## config.mk

```make
export PLATFORM = sky130hd
export DESIGN_NAME = ball_wall_reflector
export DESIGN_NICKNAME = d
export VERILOG_FILES = /design/src/rtl/ball_wall_reflector.sv
export SDC_FILE = /design/constraint.sdc
export NUM_CORES = 1
export LEC_CHECK = 0
export CAP_MARGIN = 20
export CORE_ASPECT_RATIO = 0.6
export CORE_MARGIN = 10
export CORE_UTILIZATION = 50
export DETAILED_ROUTE_END_ITERATION = 10
export PLACE_DENSITY = 0.86
export SLEW_MARGIN = 20
export SYNTH_ARGS = -nofsm -noshare
export SYNTH_HDL_FRONTEND = slang
export SYNTH_SLANG_ARGS = --single-unit
```

## constraint.sdc

```tcl
create_clock -name clk_in -period 5.37 [get_ports clk_in]
set_input_delay 1.074 -clock clk_in [delete_from_list [all_inputs] [get_ports clk_in]]
set_output_delay 1.074 -clock clk_in [all_outputs]
set_load 0.02 [all_outputs]
```

## src/rtl/ball_wall_reflector.sv

```systemverilog
// Sequential wall-reflection engine: normalise heading, reflect off contacted walls in order, damp speed.
// Define BOUNCE_COUNT_EN to build the per-ball bounce counters; otherwise bounce_count_out is tied to 0.
module ball_wall_reflector #(
  parameter int NUM_BALLS  = 4,
  parameter int ID_W       = (NUM_BALLS > 1) ? $clog2(NUM_BALLS) : 1,
  parameter int ANGLE_W    = 16,
  parameter int FULL_TURN  = 360,
  parameter int SPEED_W    = 12,
  parameter int DAMP_SHIFT = 3,
  parameter int MIN_SPEED  = 4,
  parameter int CNT_W      = 8
) (
  input  logic               clk_in,
  input  logic               rst_n_in,
  input  logic               in_valid_in,
  output logic               in_ready_out,
  input  logic [ID_W-1:0]    ball_id_in,
  input  logic [ANGLE_W-1:0] dir_in,
  input  logic [SPEED_W-1:0] speed_in,
  input  logic [3:0]         wall_mask_in,
  output logic               out_valid_out,
  input  logic               out_ready_in,
  output logic [ID_W-1:0]    ball_id_out,
  output logic [ANGLE_W-1:0] dir_out,
  output logic [SPEED_W-1:0] speed_out,
  output logic               hit_out,
  output logic [CNT_W-1:0]   bounce_count_out
);

  // state   | meaning
  // S_IDLE  | ready for a request
  // S_NORM  | subtract FULL_TURN until the heading is in range
  // S_WALL  | test/reflect wall wall_idx (0..3), one per cycle
  // S_DAMP  | apply impact loss, update counter, load outputs
  // S_OUT   | hold result until consumer accepts
  typedef enum logic [2:0] {S_IDLE, S_NORM, S_WALL, S_DAMP, S_OUT} state_t;

  localparam int AW = ANGLE_W + 1;
  localparam logic [AW-1:0] FT   = AW'(FULL_TURN);
  localparam logic [AW-1:0] HALF = AW'(FULL_TURN / 2);
  localparam logic [AW-1:0] QTR  = AW'(FULL_TURN / 4);
  localparam logic [AW-1:0] QTR3 = AW'(3 * (FULL_TURN / 4));

  state_t             state;
  logic [AW-1:0]      dir_r;
  logic [SPEED_W-1:0] speed_r;
  logic [3:0]         mask_r;
  logic [ID_W-1:0]    id_r;
  logic [1:0]         wall_idx;
  logic               hit_r;

  logic               toward;
  logic [AW-1:0]      dir_refl;
  logic [SPEED_W-1:0] speed_sub;
  logic [SPEED_W-1:0] speed_damped;

  always_comb begin
    toward = 1'b0;
    case (wall_idx)
      2'd0:    toward = mask_r[0] && ((dir_r < QTR) || (dir_r > QTR3));
      2'd1:    toward = mask_r[1] && (dir_r != '0) && (dir_r < HALF);
      2'd2:    toward = mask_r[2] && (dir_r > QTR) && (dir_r < QTR3);
      default: toward = mask_r[3] && (dir_r > HALF);
    endcase
    dir_refl = dir_r;
    // even index = x-wall (mirror about the y axis), odd = y-wall (negate heading)
    if (!wall_idx[0])
      dir_refl = (dir_r <= HALF) ? (HALF - dir_r) : (HALF + FT - dir_r);
    else
      dir_refl = (dir_r == '0) ? '0 : (FT - dir_r);
  end

  always_comb begin
    speed_sub    = speed_r - (speed_r >> DAMP_SHIFT);
    speed_damped = (speed_sub < SPEED_W'(MIN_SPEED)) ? '0 : speed_sub;
  end

  always_ff @(posedge clk_in) begin
    if (!rst_n_in) begin
      state         <= S_IDLE;
      in_ready_out  <= 1'b1;
      out_valid_out <= 1'b0;
      hit_out       <= 1'b0;
      dir_out       <= '0;
      speed_out     <= '0;
      ball_id_out   <= '0;
      dir_r         <= '0;
      speed_r       <= '0;
      mask_r        <= '0;
      id_r          <= '0;
      wall_idx      <= '0;
      hit_r         <= 1'b0;
    end else begin
      case (state)
        S_IDLE: begin
          if (in_valid_in && in_ready_out) begin
            dir_r        <= {1'b0, dir_in};
            speed_r      <= speed_in;
            mask_r       <= wall_mask_in;
            id_r         <= ball_id_in;
            in_ready_out <= 1'b0;
            state        <= S_NORM;
          end
        end
        S_NORM: begin
          if (dir_r >= FT) begin
            dir_r <= dir_r - FT;
          end else begin
            wall_idx <= '0;
            hit_r    <= 1'b0;
            state    <= S_WALL;
          end
        end
        S_WALL: begin
          if (toward) begin
            dir_r <= dir_refl;
            hit_r <= 1'b1;
          end
          wall_idx <= wall_idx + 2'd1;
          if (wall_idx == 2'd3) state <= S_DAMP;
        end
        S_DAMP: begin
          dir_out       <= dir_r[ANGLE_W-1:0];
          speed_out     <= hit_r ? speed_damped : speed_r;
          hit_out       <= hit_r;
          ball_id_out   <= id_r;
          out_valid_out <= 1'b1;
          state         <= S_OUT;
        end
        S_OUT: begin
          if (out_ready_in) begin
            out_valid_out <= 1'b0;
            in_ready_out  <= 1'b1;
            state         <= S_IDLE;
          end
        end
        default: state <= S_IDLE;
      endcase
    end
  end

`ifdef BOUNCE_COUNT_EN
  logic [CNT_W-1:0] cnt [NUM_BALLS];
  logic [CNT_W-1:0] cnt_cur;
  logic [CNT_W-1:0] cnt_next;

  assign cnt_cur  = cnt[id_r];
  assign cnt_next = (hit_r && (cnt_cur != '1)) ? cnt_cur + 1'b1 : cnt_cur;

  always_ff @(posedge clk_in) begin
    if (!rst_n_in) begin
      for (int i = 0; i < NUM_BALLS; i++) cnt[i] <= '0;
      bounce_count_out <= '0;
    end else if (state == S_DAMP) begin
      cnt[id_r]        <= cnt_next;
      bounce_count_out <= cnt_next;
    end
  end
`else
  assign bounce_count_out = '0;
`endif

endmodule

```

==> run metrics <==
status completed; leakage power 2.16 nW; vias in the first global route 4888; crit path max fanout 23; r2r worst-path depth 9; per-cell routed wire length 19.0 um; number of synthesized flops with an enable pin 0; CP arrival 3.87 ns; DR pass1 iterations 6; H-tree depth 3; core area 9290 um^2; RePlAce Congestion 0.978; setup TNS 0 ns; final hold violations 0; DRC 0; Via Count 5099; Post-DP Area 5520 um^2; Power, Total 3.41 mW; Final Cell Area 5890 um^2; worst skew pair latency 0.34 ns; CTS clk-pin slew, worst paths 0.06 ns; Startpoint Class flop; final WL 15500 um; Syn. warnings 0; detailed placer's ending HPWL 11200 um; Die Y 96.2 um; Worst-Margin Slew 1.06 ns; RSZ-0062 raised after global routing false; dpl ws 1.64 ns; Synth cell types 70; DRT iter0 DRCs 818; cts hold-fix bufs 0; Post-CTS Setup Repair Bufs 0; Hold/Removal Path Class reg2reg; PD cells 580 nW/um^2; Layout Nets 741; period utilization 0.680; Hold Crit Depth 2; Max Buffers Root-to-Sink 2; asr flop ratio synth 0; Worst Hold Launch ball_id_out[0]; FP Rows 27; Final Max Tran Viols 0; crit path time final 3.65 ns; Area growth syn-to-layout 21.6%; clk_skew 0.00496 ns; grt total ovfl 0; # diodes 0; crit path launch dir_r[3]; CP endpoint kind flop; Mapped Area 4840 um^2; CTS resizes 0; CTS tree yes; input/output buffers 70; Max-slew headroom 0.293; crit path kind reg2reg; TritonCTS Buffers 9; RR Startpoint dir_r[3]; I/O Pins 79; clk sinks 74; top_reg_cell synth dfxtp_1; Worst IR Drop VDD 237 uV; die area 14200 um^2; Initial Util 0.521; post-route ant nets 0; initial antenna violation count 0; layout cells sized above 1 0.0495; post-synthesis sequential area ratio 0.306; synthesized area per cell 7.49 um^2; WP data required 5.58 ns; post-DR vias/cell 6.24; Fmax 0.274 GHz; total of max-cap violations 0; global-route wire length before repair 25000 um; clk root buf clkbuf_16; Gate Count Post-Synth 647; Die X 147 um; largest net degree at the start of global routing 38; Overall Global Routing Usage 0.214; setup ws final 1.72 ns; final setup vio count 0; register bit total from synthesis 74
==> logic make-up after synthesis <==
group / count (synthesis) / share of synthesized area
other: 1 / 0.000774
xor gates and xnor gates: 22 / 0.0398
buffers and inverters: 84 / 0.0752
muxes: 12 / 0.0251
adders and majority gates: 21 / 0.0558
AOI/OAI and AO/OA: 203 / 0.274
DFF: 74 / 0.306
and+or+nand+nor: 230 / 0.223
==> worst max-delay path, stage by stage (launching register included) <==
cell and delay, ns:
dfxtp_1 0.65, inv_1 0.20, ha_1 0.25, a311oi_1 0.40
nand2b_2 0.26, mux2i_1 0.10, nor3_2 0.40, a211o_1 0.68
or2_0 0.42, o22ai_1 0.15
==> power breakdown <==
part           internal (mW)  total (mW)  leakage, nW  switching, mW
Combinational          0.697        1.76         1.38           1.06
Sequential             0.647       0.905        0.602          0.258
Clock                  0.513       0.748        0.180          0.235
==> sequential cells by signal, indices dropped and copies added, names as in the netlist <==
register and flops:
ball_id_out 2, dir_out 16, dir_r 17, hit_out 1
hit_r 1, id_r 2, in_ready_out 1, mask_r 4
out_valid_out 1, speed_out 12, speed_r 12, state 3
wall_idx 2
==> per-layer routing <==
metal	track usage	vias to the layer above	share of wire
li1	-	2368	-
met1	0.302	2365	0.46
met2	0.300	348	0.40
met3	0.0815	18	0.14
met4	0.0493	0	0.011
met5	0	-	0
==> path summary, 6_finish.rpt <==
check | to | slack, ns
setup / recovery | dir_r[5] | 1.72
setup reg to reg | dir_r[5] | 1.72
hold reg to reg | ball_id_out[0] | 0.46
hold / removal | ball_id_out[0] | 0.46
==> per-stage QoR <==
| stage | instances | hold WS, ns | util |
|---|---|---|---|
| 2_1_floorplan | 654 | 0.431 | - |
| 3_3_place_gp | 800 | 0.437 | 0.592 |
| 3_5_place_dp | 801 | 0.442 | 0.594 |
| 4_1_cts | 817 | 0.457 | 0.634 |
| 5_1_grt | 817 | 0.482 | 0.634 |
| 6_report | 817 | 0.458 | 0.634 |
==> synthesized netlist by cell type, types with 4 or more instances <==
master    count  area, um^2
a211oi_1     15         113
mux2i_1      11         110
a21oi_1      79         395
nor4_1        4        25.0
o21ai_0      25         125
nor3_1       16        80.1
nand2_1     112         420
o31a_1        4        35.0
o22ai_1       4        25.0
buf_2         6        30.0
nand3_1      11        55.1
a211o_1       5        43.8
dfxtp_1      74        1480
buf_4         9        67.6
a31oi_1      10        62.6
and3_1        4        25.0
ha_1         20         250
nand2b_1      8        50.1
a221oi_1      6        52.6
o32ai_1       6        52.6
clkbuf_1     39         146
xnor2_1      20         175
nor2_1       41         154
a22oi_1       5        37.5
or3_1         4        25.0
inv_1        26        97.6
o211ai_1      6        45.0
nor4b_1       4        35.0
a21o_1        8        60.1
==> final cells by class <==
cell class                      count  area, um^2
Clock buffer                       11         243
Inverter                           27         101
Tap cell                          130         163
Clock inverter                      5         125
Timing Repair Buffer               74         734
Sequential cell                    74        1480
Multi-Input combinational cell    496        3040
Fill cell                         788        3400
==> placed cells by master (no fill, tap or decap), types with 5 or more instances in the layout <==
cell type and instances:
nand2b_1 8, nand2_1 112, a22oi_1 5, a211o_1 5, conb_1 8, dfxtp_1 74, o32ai_1 6, a211oi_1 15
a21o_1 8, nand3_1 11, xnor2_1 20, a21oi_1 79, ha_1 20, o21ai_0 25, o211ai_1 6, clkbuf_16 9
a221oi_1 6, mux2i_1 11, a31oi_1 10, inv_1 26, nor3_1 16, nor2_1 39, clkdlybuf4s50_1 70
(Power assumes the default switching activity.)
